### src/rtl/fetch_pkg.sv
// Shared types and constants for the fetch sequencer slice.
// The optional call/return stack is enabled by defining FETCH_CALL_STACK_EN.
package fetch_pkg;

    localparam int unsigned FETCH_ADDR_W = 6;
    localparam logic [FETCH_ADDR_W-1:0] RESET_VEC = '0;

    // HALT needs a fifth code; it is folded to 2'b00 on the external state port.
    typedef enum logic [2:0] {
        S_IDLE   = 3'd0,
        S_FETCH  = 3'd1,
        S_DECODE = 3'd2,
        S_EXEC   = 3'd3,
        S_HALT   = 3'd4
    } fetch_state_e;

endpackage

### src/rtl/fetch_sequencer_if.sv
// Request/control bundle between the sequencer and the decode/ALU/PC logic.
// Call/return signals exist only when FETCH_CALL_STACK_EN is defined.
interface fetch_sequencer_if
    import fetch_pkg::*;
#(
    parameter int unsigned ADDR_W = FETCH_ADDR_W,
    parameter int unsigned CNT_W  = 16
);
    logic              run;
    logic              stall;
    logic              halt_req;
    logic              br_req;
    logic [ADDR_W-1:0] br_target;
    logic              pc_branch;
    logic [ADDR_W-1:0] pc_target;
    logic              ir_load;
    logic [1:0]        state;
    logic              halted;
    logic [CNT_W-1:0]  retired;
`ifdef FETCH_CALL_STACK_EN
    logic              call_req;
    logic              ret_req;
    logic              stack_err;
`endif

    modport master (
        input  run, stall, halt_req, br_req, br_target,
`ifdef FETCH_CALL_STACK_EN
        input  call_req, ret_req,
        output stack_err,
`endif
        output pc_branch, pc_target, ir_load, state, halted, retired
    );

    modport slave (
        output run, stall, halt_req, br_req, br_target,
`ifdef FETCH_CALL_STACK_EN
        output call_req, ret_req,
        input  stack_err,
`endif
        input  pc_branch, pc_target, ir_load, state, halted, retired
    );

endinterface

### src/rtl/ret_stack.sv
// Return-address LIFO for the fetch sequencer; push/pop are ignored when full/empty.
// Only instantiated when FETCH_CALL_STACK_EN is defined.
module ret_stack #(
    parameter int unsigned DEPTH = 4,
    parameter int unsigned WIDTH = 6
) (
    input  logic             clk,
    input  logic             rst,
    input  logic             push,
    input  logic             pop,
    input  logic [WIDTH-1:0] din,
    output logic [WIDTH-1:0] top,
    output logic             full,
    output logic             empty
);
    localparam int unsigned PTR_W = $clog2(DEPTH + 1);
    localparam int unsigned IDX_W = (DEPTH > 1) ? $clog2(DEPTH) : 1;

    logic [WIDTH-1:0] mem_q [DEPTH];
    logic [WIDTH-1:0] mem_d [DEPTH];
    logic [PTR_W-1:0] cnt_q, cnt_d;

    always_comb begin
        mem_d = mem_q;
        cnt_d = cnt_q;
        if (push && !full) begin
            mem_d[cnt_q[IDX_W-1:0]] = din;
            cnt_d = cnt_q + PTR_W'(1);
        end else if (pop && !empty) begin
            cnt_d = cnt_q - PTR_W'(1);
        end
    end

    always_comb begin
        full  = (cnt_q == PTR_W'(DEPTH));
        empty = (cnt_q == '0);
        top   = mem_q[IDX_W'(cnt_q - PTR_W'(1))];
    end

    always_ff @(posedge clk) begin
        if (rst) cnt_q <= '0;
        else     cnt_q <= cnt_d;
    end

    always_ff @(posedge clk) begin
        mem_q <= mem_d;
    end

endmodule

### src/rtl/fetch_sequencer.sv
// FETCH/DECODE/EXEC sequencer owning the next-address register and retire counter.
// FETCH_CALL_STACK_EN adds call/return requests backed by ret_stack.
module fetch_sequencer
    import fetch_pkg::*;
#(
    parameter int unsigned ADDR_W = FETCH_ADDR_W,
    parameter int unsigned CNT_W  = 16
`ifdef FETCH_CALL_STACK_EN
    ,
    parameter int unsigned STACK_D = 4
`endif
) (
    input logic               clk,
    input logic               rst,
    fetch_sequencer_if.master bus
);
    fetch_state_e      state_q, state_d;
    logic [ADDR_W-1:0] next_addr_q, next_addr_d;
    logic [CNT_W-1:0]  retired_q, retired_d;
    logic              retire;

`ifdef FETCH_CALL_STACK_EN
    logic              push, pop, stk_full, stk_empty;
    logic [ADDR_W-1:0] stk_top;
    logic              stack_err_q, stack_err_d;

    // In EXEC next_addr_q already points past the current instruction: the return address.
    ret_stack #(.DEPTH(STACK_D), .WIDTH(ADDR_W)) u_ret_stack (
        .clk   (clk),
        .rst   (rst),
        .push  (push),
        .pop   (pop),
        .din   (next_addr_q),
        .top   (stk_top),
        .full  (stk_full),
        .empty (stk_empty)
    );
`endif

    always_ff @(posedge clk) begin
        if (rst) begin
            state_q     <= S_IDLE;
            next_addr_q <= ADDR_W'(RESET_VEC);
            retired_q   <= '0;
`ifdef FETCH_CALL_STACK_EN
            stack_err_q <= 1'b0;
`endif
        end else begin
            state_q     <= state_d;
            next_addr_q <= next_addr_d;
            retired_q   <= retired_d;
`ifdef FETCH_CALL_STACK_EN
            stack_err_q <= stack_err_d;
`endif
        end
    end

    always_comb begin
        state_d     = state_q;
        next_addr_d = next_addr_q;
        retire      = 1'b0;
`ifdef FETCH_CALL_STACK_EN
        push        = 1'b0;
        pop         = 1'b0;
        stack_err_d = stack_err_q;
`endif
        unique case (state_q)
            S_IDLE:   if (bus.run) state_d = S_FETCH;
            S_FETCH: begin
                next_addr_d = next_addr_q + ADDR_W'(1);
                state_d     = S_DECODE;
            end
            S_DECODE: state_d = S_EXEC;
            S_EXEC: begin
                if (!bus.stall) begin
                    retire = 1'b1;
                    if (bus.halt_req) begin
                        state_d = S_HALT;
                    end else begin
                        state_d = S_FETCH;
`ifdef FETCH_CALL_STACK_EN
                        // Stack over/underflow degrades to a plain retire and flags the error.
                        if (bus.call_req) begin
                            if (stk_full) stack_err_d = 1'b1;
                            else begin
                                push        = 1'b1;
                                next_addr_d = bus.br_target;
                            end
                        end else if (bus.ret_req) begin
                            if (stk_empty) stack_err_d = 1'b1;
                            else begin
                                pop         = 1'b1;
                                next_addr_d = stk_top;
                            end
                        end else
`endif
                        if (bus.br_req) next_addr_d = bus.br_target;
                    end
                end
            end
            S_HALT:   if (bus.run && !bus.halt_req) state_d = S_FETCH;
            default:  state_d = S_IDLE;
        endcase
        retired_d = (retire && (retired_q != '1)) ? retired_q + CNT_W'(1) : retired_q;
    end

    always_comb begin
        bus.ir_load   = (state_q == S_FETCH);
        bus.pc_branch = (state_q != S_FETCH);
        bus.pc_target = next_addr_q;
        bus.halted    = (state_q == S_HALT);
        bus.state     = (state_q == S_HALT) ? 2'b00 : state_q[1:0];
        bus.retired   = retired_q;
`ifdef FETCH_CALL_STACK_EN
        bus.stack_err = stack_err_q;
`endif
    end

endmodule
### src/flat_wrapper.sv
// flat-port wrapper written by rule: the top's interface ports become plain ports
module fetch_sequencer_flat import fetch_pkg::*;
#(
    parameter int unsigned ADDR_W = FETCH_ADDR_W,
    parameter int unsigned CNT_W  = 16

)
  (clk, rst, bus_run, bus_stall, bus_halt_req, bus_br_req, bus_br_target, bus_pc_branch, bus_pc_target, bus_ir_load, bus_state, bus_halted, bus_retired);
  fetch_sequencer_if #(.ADDR_W(ADDR_W), .CNT_W(CNT_W)) bus_i ();
  input logic clk;
  input logic rst;
  input wire logic [$bits(bus_i.run)-1:0] bus_run;
  input wire logic [$bits(bus_i.stall)-1:0] bus_stall;
  input wire logic [$bits(bus_i.halt_req)-1:0] bus_halt_req;
  input wire logic [$bits(bus_i.br_req)-1:0] bus_br_req;
  input wire logic [$bits(bus_i.br_target)-1:0] bus_br_target;
  output wire logic [$bits(bus_i.pc_branch)-1:0] bus_pc_branch;
  output wire logic [$bits(bus_i.pc_target)-1:0] bus_pc_target;
  output wire logic [$bits(bus_i.ir_load)-1:0] bus_ir_load;
  output wire logic [$bits(bus_i.state)-1:0] bus_state;
  output wire logic [$bits(bus_i.halted)-1:0] bus_halted;
  output wire logic [$bits(bus_i.retired)-1:0] bus_retired;
  assign bus_i.run = bus_run;
  assign bus_i.stall = bus_stall;
  assign bus_i.halt_req = bus_halt_req;
  assign bus_i.br_req = bus_br_req;
  assign bus_i.br_target = bus_br_target;
  assign bus_pc_branch = bus_i.pc_branch;
  assign bus_pc_target = bus_i.pc_target;
  assign bus_ir_load = bus_i.ir_load;
  assign bus_state = bus_i.state;
  assign bus_halted = bus_i.halted;
  assign bus_retired = bus_i.retired;
  fetch_sequencer #(.ADDR_W(ADDR_W), .CNT_W(CNT_W)) u_core (.clk(clk), .rst(rst), .bus(bus_i));
endmodule
### config.mk
export PLATFORM = sky130hd
export DESIGN_NAME = fetch_sequencer_flat
export DESIGN_NICKNAME = d
export VERILOG_FILES = /design/src/rtl/fetch_pkg.sv /design/src/rtl/fetch_sequencer_if.sv /design/src/rtl/ret_stack.sv /design/src/rtl/fetch_sequencer.sv /design/src/flat_wrapper.sv
export SDC_FILE = /design/constraint.sdc
export NUM_CORES = 1
export LEC_CHECK = 0
export CAP_MARGIN = 20
export CORE_MARGIN = 3
export CORE_UTILIZATION = 28
export DETAILED_ROUTE_END_ITERATION = 10
export PLACE_DENSITY = 0.58
export SETUP_SLACK_MARGIN = 0.05
export SKIP_LAST_GASP = 1
export SYNTH_ARGS = -nofsm -noshare
export SYNTH_HDL_FRONTEND = slang
export SYNTH_SLANG_ARGS = --single-unit
### constraint.sdc
create_clock -name clk -period 3.7 [get_ports clk]
set_clock_uncertainty 0.2 [all_clocks]
set_input_delay 0.555 -clock clk [delete_from_list [all_inputs] [get_ports clk]]
set_output_delay 0.555 -clock clk [all_outputs]
set_load 0.02 [all_outputs]
==> flow_metrics.py, run 1 <==
metrics = {
    "layout": {
        "final_cells": 271,
        "area_growth_pct": 35.2,
        "drive_above_1_share_pct": 7.35,
        "n_antenna_cell": 0,
        "nets": 219,
    },
    "global_route": {
        "grt_overflow": 0,
        "grt_max_degree": 18,
        "grt_pass1_wl_mm": 6.04,
        "grt_pass1_vias": 1280,
        "antenna_found_initial": 0,
        "grt_usage_pct": 12.1,
    },
    "clocking": {
        "clock_latency_ns": 0.27,
        "postCtsHoldBufs": 0,
        "cts_setup_buffers": 0,
        "cts.clk_slew.worst_paths_ns": 0.10,
        "clk_path_buf_depth": 2,
        "cts_tree": "done",
        "root_buffer": "clkbuf_8",
        "cts_htree_levels": 1,
        "cts_made_buffers": 3,
        "numClockSinks": 25,
        "cts_resized": 0,
    },
    "yosys": {
        "yosysMostFrequentCell": "dfxtp_1",
        "ys.warnings.count": 0,
        "yosys-top-cells-count": "dfxtp_1, a21oi_1, nand2_1",
        "syn_nets": 183,
        "synth_cells": 169,
        "synthArstFlopShare_pct": 0,
        "synth_area_leaders": "dfxtp_1, a21oi_1, o21ai_0, nand2_1, nor2_1",
        "synth-edff-count": 0,
        "synth_area_leader_cell": "dfxtp_1",
        "synth.ff_latch_count": 25,
        "yosysUniqueCellTypes": 47,
        "syn-cell-area_um2": 1390,
        "yosysSeqAreaShare_pct": 36.0,
        "avgSynthCellArea_um2": 8.23,
        "synthFlopType": "dfxtp_1",
        "synth_top_area_share_pct": 36.0,
    },
    "route": {
        "drtIter0Drc": 74,
        "via_count": 1397,
        "drtPass1Iterations": 4,
        "route.detailed.drc": 0,
        "ant_nets": 0,
        "wl_per_cell_um": 13.0,
        "via_per_inst": 5.15,
        "wirelength_mm": 3.52,
    },
    "floorplanning": {
        "die_height_um": 76.5,
        "rows": 25,
        "pin_count": 39,
        "core-area_um2": 4750,
        "chipWidth_um": 76.5,
        "die_area_um2": 5850,
        "initial_core_util_pct": 29.2,
    },
    "timing": {
        "setup-tns-final_ns": 0,
        "slew_violations": 0,
        "finalCriticalPeriod_ns": 2.56,
        "fmax_mhz": 391,
        "fin_crit_sh_pct": 69.1,
        "finalSetupViolations": 0,
        "worst_pin_slew_ns": 0.622,
        "setup_ws_ns": 1.14,
        "maxSlewHeadroom_pct": 58.2,
        "rsz0062_at_grt": "no",
        "hold_viol": 0,
    },
    "critical_path": {
        "endpoint": "bus_ir_load",
        "path_class": "reg -> out",
        "start_kind": "register",
        "end_kind": "primary output",
        "worstPathMaxFanout": 8,
        "worstReg2RegEnd": "u_core.bus.retired[10]",
        "r2r-start": "u_core.bus.retired[0]",
        "cp-startpoint": "u_core.state_q[0]",
        "r2r_setup_slack_ns": 1.34,
        "worst-r2r-cell-count": 5,
        "arrival_ns": 1.80,
        "cp.required_ns": 2.94,
    },
    "power": {
        "vdd_drop_max_uv": 157,
        "finalPower_w": 0.000526,
        "leakagePower_nw": 0.588,
        "power_density_nw_per_um2": 280,
    },
    "job": {
        "maxCapViolCount": 0,
    },
    "placement": {
        "pre_cts_slack_ns": 0.917,
        "hpwl_mm": 2.59,
        "portBuffers": 38,
        "gp_congestion": 0.848,
        "dp.cells": 267,
    },
    "worst_hold_path": {
        "hp-class": "reg -> reg",
    },
    "run_status": {
        "status": "complete, no violations",
    },
}
-- cell families after synthesis --
kind of cell	synth area share, %
adders and majority gates	1.80
muxes	2.34
AOI/OAI and AO/OA	23.6
buffers and inverters	4.95
and+or+nand+nor	31.3
DFF	36.0
-- worst min-delay path by stage --
stage	cells past startpoint	startpoint	slack [ns]	end
6_report	2	u_core.bus.pc_target[4]	0.33	u_core.bus.pc_target[4]
5_1_grt	2	u_core.bus.retired[1]	0.35	u_core.bus.retired[1]
4_1_cts	2	u_core.bus.retired[1]	0.32	u_core.bus.retired[1]
3_5_place_dp	2	u_core.bus.retired[1]	0.31	u_core.bus.retired[1]
2_1_floorplan	1	u_core.state_q[2]	0.29	u_core.state_q[1]
3_3_place_gp	2	u_core.bus.retired[1]	0.29	u_core.bus.retired[1]
-- registers in the layout (all words and copies together) (netlist names) --
name and cells:
u_core.state_q 3, u_core.bus.retired 16, u_core.bus.pc_target 6
-- cell usage in the layout (no fill, tap or decap), drive strengths merged, types with 5 or more instances in the layout --
master         netlist  final
inv                  8      8
nand2               13     13
nor2                12     12
nor2b                5      5
nand4                6      6
dfxtp               25     25
o21ai               10     10
nand3                7      7
a21oi               16     16
clkdlybuf4s50        0     38
nor3                 5      5
-- per-layer routing --
metal	part of all wire [%]	GRT usage [%]
met1	51	17.5
met2	43	18.1
met3	5.4	2.36
met4	0.28	3.26
met5	0	0
-- final cells by class --
| class | count | area, µm² |
|---|---|---|
| Clock buffer | 3 | 41.3 |
| Clock inverter | 1 | 7.51 |
| Fill cell | 527 | 2880 |
| Inverter | 8 | 30.0 |
| Multi-Input combinational cell | 127 | 821 |
| Sequential cell | 25 | 500 |
| Tap cell | 67 | 83.8 |
| Timing Repair Buffer | 40 | 395 |
-- worst max-delay path, cell delays in order (launching register included) --
cell and delay (ns):
dfxtp_1 0.51, nor2b_1 0.28, nand2_1 0.10, inv_1 0.05, clkdlybuf4s50_1 0.59
-- power by group --
group | switching, W | internal, W
Clock | 0.0000943 | 0.0000764
Sequential | 0.00000939 | 0.000274
Combinational | 0.0000356 | 0.0000353
-- metrics by stage --
stage	hold slack (ns)	cell area, µm²	utilization, %
detailed placement	0.307	1830	38.5
CTS	0.325	1880	39.5
global route	0.350	1880	39.5
floorplan	0.288	1390	-
finish	0.325	1880	39.5
global placement	0.287	1830	38.5
(Power assumes the default switching activity.)
==> inputs of run 2 (changes only) <==
==> constraint.sdc (replaced) <==
create_clock -name clk -period 2.7 [get_ports clk]
set_clock_uncertainty 0.2 [all_clocks]
set_input_delay 0.405 -clock clk [delete_from_list [all_inputs] [get_ports clk]]
set_output_delay 0.405 -clock clk [all_outputs]
set_load 0.02 [all_outputs]
==> flow_metrics.py, run 2 (synthesis gave the netlist of run 1 again) <==
metrics = {
    "run_status": {
        "status": "complete, no violations",
    },
    "layout": {
        "largest_register_ffs": 16,
        "nets": 222,
        "drive_above_1_share_pct": 8.70,
        "final_common_cell": "clkdlybuf4s50_1",
        "n_antenna_cell": 0,
        "fillers": 517,
        "area_growth_pct": 37.8,
        "layout_common_cells": "clkdlybuf4s50_1, dfxtp_1, a21oi_1",
    },
    "global_route": {
        "grt_overflow": 0,
        "antenna_found_initial": 0,
        "grt_usage_pct": 12.0,
        "grt_pass1_vias": 1273,
        "grt_pass1_wl_mm": 5.89,
        "grt_max_degree": 17,
    },
    "power": {
        "vdd_drop_max_uv": 201,
        "share_comb_of_total_power_pct": 13.8,
        "seqPwrFrac_pct": 53.5,
        "power_density_nw_per_um2": 380,
        "clkPwrFrac_pct": 32.7,
        "switching_share_pct": 26.5,
        "power.internal_w": 0.000535,
        "leakagePower_nw": 0.611,
        "p_sw_w": 0.000193,
    },
    "route": {
        "via_per_inst": 5.05,
        "wirelength_mm": 3.55,
        "via_count": 1385,
        "wl_per_cell_um": 12.9,
        "route.detailed.drc": 0,
        "drtIter0Drc": 60,
        "ant_nets": 0,
        "drtPass1Iterations": 4,
    },
    "timing": {
        "finalSetupViolations": 0,
        "finalCriticalPeriod_ns": 2.43,
        "slew_violations": 0,
        "maxSlewHeadroom_pct": 60.1,
        "hold_viol": 0,
        "fin_crit_sh_pct": 90.0,
        "setup-tns-final_ns": 0,
        "worst_hold_slack_ns": 0.318,
        "rsz0062_at_grt": "no",
        "fmax_mhz": 411,
        "worst_pin_slew_ns": 0.593,
    },
    "clocking": {
        "cts_resized": 0,
        "numClockSinks": 25,
        "postCtsHoldBufs": 0,
        "cts.clk_slew.worst_paths_ns": 0.10,
        "cts_tree": "done",
        "cts_htree_levels": 1,
        "clk_path_buf_depth": 2,
        "cts_made_buffers": 3,
        "root_buffer": "clkbuf_8",
        "cts_setup_buffers": 0,
        "clock_latency_ns": 0.28,
    },
    "worst_hold_path": {
        "hp-class": "reg -> reg",
    },
    "floorplanning": {
        "pin_count": 39,
        "die_height_um": 76.5,
        "rows": 25,
        "initial_core_util_pct": 29.2,
        "die_area_um2": 5850,
        "chipWidth_um": 76.5,
        "core-area_um2": 4750,
    },
    "critical_path": {
        "start_kind": "register",
        "path_class": "reg -> out",
        "cp_cell_sequence": "nor2b_1 > nand2_1 > inv_1 > clkdlybuf4s50_1",
        "crit_slowest_cell": "clkdlybuf4s50_1",
        "slowest_delay_ns": 0.59,
        "cp.required_ns": 2.10,
        "end_kind": "primary output",
        "arrival_ns": 1.83,
        "worstPathMaxFanout": 8,
    },
    "placement": {
        "gp_congestion": 0.832,
        "portBuffers": 38,
        "hpwl_mm": 2.67,
    },
    "job": {
        "maxCapViolCount": 0,
    },
}
run 2: cell count changes in the layout (fill, tap and decap cells not counted):
| cell | previous run | this run |
|---|---|---|
| buf_4 | 2 | 4 |
| buf_12 | 0 | 1 |
| clkinvlp_4 | 1 | 0 |
| inv_6 | 0 | 1 |
run 2: layout make-up:
type	count	area (µm²)	share of cell area, %
Tap cell	67	83.8	4.38
Clock buffer	3	41.3	2.16
Sequential cell	25	500	26.1
Clock inverter	1	8.76	0.457
Timing Repair Buffer	43	430	22.5
Multi-Input combinational cell	127	821	42.8
Inverter	8	30.0	1.57
run 2: path summary, 6_finish.rpt:
check | start | end | slack [ns] | cells past startpoint
max | u_core.state_q[0] | bus_ir_load | 0.27 | 4
min | u_core.bus.retired[1] | u_core.bus.retired[1] | 0.32 | 2
max reg2reg | u_core.bus.retired[0] | u_core.bus.retired[10] | 0.42 | 5
min reg2reg | u_core.bus.retired[1] | u_core.bus.retired[1] | 0.32 | 2
run 2: layer usage:
metal | wire length [µm] | track usage, %
met4 | 44 | 3.80
met5 | 0 | 0
met2 | 1600 | 18.5
met1 | 1750 | 16.8
met3 | 151 | 2.36
run 2: per-stage QoR:
step / util, % / total power, W / setup slack (ns) / cells / instance area [µm²]
2_1_floorplan: - / 0.000449 / 0.386 / 169 / 1390
3_3_place_gp: 39.2 / 0.000498 / 0.173 / 270 / 1870
3_5_place_dp: 39.2 / 0.000499 / 0.134 / 270 / 1870
4_1_cts: 40.3 / 0.000743 / 0.260 / 274 / 1920
5_1_grt: 40.3 / 0.000763 / 0.172 / 274 / 1920
6_report: 40.3 / 0.000728 / 0.270 / 274 / 1920
run 2: power groups by stage:
stage	Combinational [W]	Clock, W	Sequential, W
finish	0.000100	0.000238	0.000390
global route	0.000110	0.000262	0.000391
global placement	0.000100	0	0.000398
floorplan	0.0000524	0	0.000397
CTS	0.000101	0.000252	0.000389
detailed placement	0.000101	0	0.000398
run 2: critical path, delay by kind of cell (launching register included):
family / cells / cell delay, ns
buffers and inverters: 2 / 0.64
DFF: 1 / 0.52
and+or+nand+nor: 2 / 0.38
==> inputs of run 3 (changes only) <==
--- a/config.mk
+++ b/config.mk
@@ -6,7 +6,7 @@
 export NUM_CORES = 1
 export LEC_CHECK = 0
 export CAP_MARGIN = 20
-export CORE_MARGIN = 3
+export CORE_MARGIN = 2
 export CORE_UTILIZATION = 28
 export DETAILED_ROUTE_END_ITERATION = 10
 export PLACE_DENSITY = 0.58
==> flow_metrics.py, run 3 (synthesis gave the netlist of run 1 again) <==
metrics = {
    "critical_path": {
        "r2r_setup_slack_ns": 0.42,
        "path_class": "reg -> out",
        "end_kind": "primary output",
        "start_kind": "register",
        "worstReg2RegEnd": "u_core.bus.retired[10]",
        "cp.required_ns": 2.10,
        "arrival_ns": 1.81,
        "worst-r2r-cell-count": 5,
        "worstPathMaxFanout": 8,
        "r2r-start": "u_core.bus.retired[0]",
    },
    "clocking": {
        "clk_path_buf_depth": 2,
        "cts_tree": "done",
        "cts.clk_slew.worst_paths_ns": 0.09,
        "clock_latency_ns": 0.28,
        "numClockSinks": 25,
        "cts_resized": 0,
        "root_buffer": "clkbuf_8",
        "cts_made_buffers": 3,
        "postCtsHoldBufs": 0,
        "cts_htree_levels": 1,
        "cts_setup_buffers": 0,
    },
    "job": {
        "maxCapViolCount": 0,
    },
    "timing": {
        "hold_viol": 0,
        "finalCriticalPeriod_ns": 2.42,
        "maxSlewHeadroom_pct": 67.1,
        "setup-tns-final_ns": 0,
        "fin_crit_sh_pct": 89.6,
        "fmax_mhz": 414,
        "rsz0062_at_grt": "no",
        "finalSetupViolations": 0,
        "worst_pin_slew_ns": 0.488,
        "worst_hold_slack_ns": 0.312,
        "slew_violations": 0,
    },
    "placement": {
        "hpwl_mm": 2.64,
        "portBuffers": 38,
        "gp_congestion": 0.842,
    },
    "route": {
        "route.detailed.drc": 0,
        "ant_nets": 0,
        "wirelength_mm": 3.65,
        "wl_per_cell_um": 13.3,
        "drtPass1Iterations": 4,
        "via_count": 1445,
        "via_per_inst": 5.27,
        "drtIter0Drc": 84,
    },
    "floorplanning": {
        "pin_count": 39,
        "initial_core_util_pct": 29.2,
        "rows": 25,
        "chipWidth_um": 74.5,
        "die_area_um2": 5540,
        "core-area_um2": 4750,
        "die_height_um": 74.5,
    },
    "worst_hold_path": {
        "hp-class": "reg -> reg",
        "whs_path_depth": 2,
        "hold_path_startpoint": "u_core.bus.retired[1]",
        "whs_endpoint": "u_core.bus.retired[1]",
    },
    "power": {
        "power_density_nw_per_um2": 382,
        "leakagePower_nw": 0.605,
        "clkPwrFrac_pct": 32.8,
        "power.internal_w": 0.000528,
        "switching_share_pct": 27.1,
        "seqPwrFrac_pct": 53.7,
        "share_comb_of_total_power_pct": 13.4,
        "p_sw_w": 0.000197,
        "vdd_drop_max_uv": 221,
    },
    "global_route": {
        "grt_pass1_vias": 1277,
        "grt_pass1_wl_mm": 6.00,
        "grt.busiest_layer": "met2",
        "grt_usage_pct": 14.0,
        "grt_overflow": 0,
        "grt_util_met3_pct": 2.71,
        "grt_util_met2_pct": 21.0,
        "antenna_found_initial": 0,
        "use_met1_pct": 19.4,
        "grt_max_degree": 26,
    },
    "layout": {
        "area_growth_pct": 36.6,
        "final_common_cell": "clkdlybuf4s50_1",
        "drive_above_1_share_pct": 8.70,
        "n_antenna_cell": 0,
        "layout_common_cells": "clkdlybuf4s50_1, dfxtp_1, a21oi_1",
        "largest_register_ffs": 16,
        "nets": 222,
    },
    "run_status": {
        "status": "complete, no violations",
    },
}
run 3: cell count changes in the layout (fill, tap and decap cells not counted):
cell      before  now
buf_12         1    0
inv_6          1    0
buf_4          4    5
clkinv_2       0    1
run 3: how the worst max path moves through the flow:
stage	slack, ns	depth (start not counted)	startpoint	endpoint
after CTS	0.27	4	u_core.state_q[0]	bus_ir_load
after global placement	0.16	5	bus_stall	u_core.bus.retired[10]
after floorplan	0.39	6	u_core.bus.retired[0]	u_core.bus.retired[10]
final	0.28	4	u_core.state_q[0]	bus_ir_load
after detailed placement	0.11	5	bus_stall	u_core.bus.retired[10]
after global routing	0.17	4	u_core.state_q[0]	bus_ir_load
run 3: area by class of cell:
class / instances / area (µm²)
clock buffer: 3 / 41.3
clock inverter: 1 / 5.00
multi-input combinational: 127 / 821
timing repair buffer: 43 / 418
tap: 67 / 83.8
sequential: 25 / 500
inverter: 8 / 30.0
fill: 526 / 2860
run 3: metal layers:
layer | routed length (µm) | share of wire [%] | vias up
met1 | 1770 | 48 | 693
met2 | 1630 | 45 | 34
met4 | 63 | 1.7 | 0
met5 | 0 | 0 | -
li1 | - | - | 714
met3 | 187 | 5.1 | 4
run 3: per-stage QoR:
step                      utilization (%)  power (W)  setup WS [ns]  cell area (µm²)  cells
after floorplan                         -   0.000449          0.386             1390    169
after global placement               39.0   0.000495          0.157             1850    270
after detailed placement             39.0   0.000496          0.109             1850    270
after CTS                            39.9   0.000732          0.268             1900    274
after global routing                 39.9   0.000758          0.173             1900    274
final                                39.9   0.000725          0.282             1900    274
run 3: power by group through the flow:
stage | clock network, W | logic, W | registers, W
finish | 0.000238 | 0.0000973 | 0.000390
global route | 0.000258 | 0.000108 | 0.000392
CTS | 0.000244 | 0.0000980 | 0.000390
detailed placement | 0 | 0.0000978 | 0.000398
global placement | 0 | 0.0000973 | 0.000398
floorplan | 0 | 0.0000524 | 0.000397
run 3: critical path: stages (launching register included):
cell and delay [ns]:
dfxtp_1 0.51, nor2b_1 0.28, nand2_1 0.10, inv_1 0.05
clkdlybuf4s50_1 0.59
==> edit (flow settings as in run 2) <==
Reset style: asynchronous (`rst`), changed in one clocked block.
--- a/src/rtl/fetch_sequencer.sv
+++ b/src/rtl/fetch_sequencer.sv
@@ -38,5 +38,5 @@
 `endif
 
-    always_ff @(posedge clk) begin
+    always_ff @(posedge clk or posedge rst) begin
         if (rst) begin
             state_q     <= S_IDLE;
Check against the original RTL: differs if rst is asserted again (counterexample within 4 cycles, from zero or initial values and one cycle with rst high); with rst held inactive, the same outputs for 10 cycles.
==> edit against run 2 <==
Setup slack worse by 0.057 ns; area after synthesis decreased by 2.0%; via count is 14% lower; synthesized cell count shrank 17%; critical path depth did not move; final cell count is 10% lower; sequential cell count stayed put; wire length is 10% lower; cell area down 1.9%; core utilization up 1.2 points; critical path type unchanged; highest routed layer is now met3.
Power is not compared: it rests on default switching activity, and its combinational part moved more than twofold at a synthesized area within 25%.
==> edit: results (changes against run 2) <==
HP Class = in -> async (was reg -> reg)
initial DRC count = 42 (was 60)
syn avg cell area = 9.73 um2 (was 8.23 um2)
status = complete, no violations (unchanged)
FFs w/ async S/R, synth = 1.00 (was 0)
synth cell count leaders = dfrtp_1, nand3_1, nand2_1, o21ai_0, xor2_1 (was dfxtp_1, a21oi_1, nand2_1)
CTS Buf Count = 3 (unchanged)
post-placement cell count = 242 (was 270)
metal2 WL = 1510 um (was 1600 um)
All-Layer GR Usage = 0.121 (was 0.120)
slowest CP cell = clkdlybuf4s50_1 (unchanged)
Top Layer Used = met3 (was met4)
Synth Warn # = 0 (unchanged)
WL met3 = 161 um (was 151 um)
gpl congestion = 0.846 (was 0.832)
routing usage on met3 = 0.0343 (was 0.0236)
DRC = 0 (unchanged)
initial antenna violation count = 0 (unchanged)
hpwl dp = 2410 um (was 2670 um)
hold slack = 0.278 ns (was 0.318 ns)
crit path to = bus_ir_load (unchanged)
post-CTS setup buffer count = 0 (unchanged)
Largest register FFs = 16 (unchanged)
layout cells sized above 1 = 0.105 (was 0.0870)
wire per inst = 12.9 um (about the same)
final net count = 196 (was 222)
Place WS = 0.264 ns (was 0.134 ns)
grt met1 use = 0.164 (was 0.168)
Pint = 0.934 mW
Area after DPL = 1830 um2 (was 1870 um2)
CP arrival = 1.88 ns (was 1.83 ns)
crit-path max FO = 9 (was 8)
sequential share of the synthesized area = 0.459 (was 0.360)
first-pass GRT wire length = 5460 um (was 5890 um)
Detailed Routing Iterations Pass 1 = 4 (unchanged)
Area contributors post-synth = dfrtp_1, xor2_1, nand3_1 (was dfxtp_1, a21oi_1, o21ai_0)
Distinct cells, synth = 39 (was 47)
worst-margin pin slew = 0.514 ns (was 0.593 ns)
crit path from = u_core.state_q[0] (unchanged)
setup violators final = 0 (unchanged)
top_reg_cell synth = dfrtp_1 (was dfxtp_1)
r2r setup slk = 0.70 ns (was 0.42 ns)
IR Drop Worst-Case VDD = 0.498 mV
worst r2r src = u_core.bus.retired[5] (was u_core.bus.retired[0])
met1 wire length = 1510 um (was 1750 um)
worst r2r path cells = 4 (was 5)
GR Util met2 = 0.198 (was 0.185)
WS Path Type = reg -> out (unchanged)
largest net degree at the start of global routing = 26 (was 17)
Critical R2R Capture = u_core.bus.retired[13] (was u_core.bus.retired[10])
fin crit share = 0.921 (was 0.900)
clock transition at the registers of the reported paths = 0.10 ns (about the same)
Via-to-Cell Ratio = 4.83 (was 5.05)
Final Non-Filler Cells = 246 (was 274)
crit-path max cell delay = 0.59 ns (about the same)
fillers = 449 (was 517)
Mapped Nets = 154 (was 183)
Seq pwr share = 0.391
==> edit: final cells by class <==
cell class	instances	area, um2	share of cell area
inverter	5	18.8	0.00999
timing repair buffer	41	403	0.214
clock buffer	3	41.3	0.0220
sequential	25	626	0.333
clock inverter	1	7.51	0.00399
tap	65	81.3	0.0433
multi-input combinational	106	702	0.374
==> edit: worst max-delay path, delay by kind of cell (launching register included) <==
family,cells,cell delay [ns]
and+or+nand+nor,2,0.46
DFF,1,0.50
buffers and inverters,2,0.66
==> edit: logic make-up after synthesis <==
family | count (synthesis) | synth area share
AO/OA/AOI/OAI | 23 | 0.0955
XOR/XNOR | 13 | 0.0836
adder cells (fa/ha/maj) | 2 | 0.0184
buffers and inverters | 9 | 0.0257
flip-flops | 25 | 0.459
multiplexers | 4 | 0.0321
AND/OR/NAND/NOR | 64 | 0.286
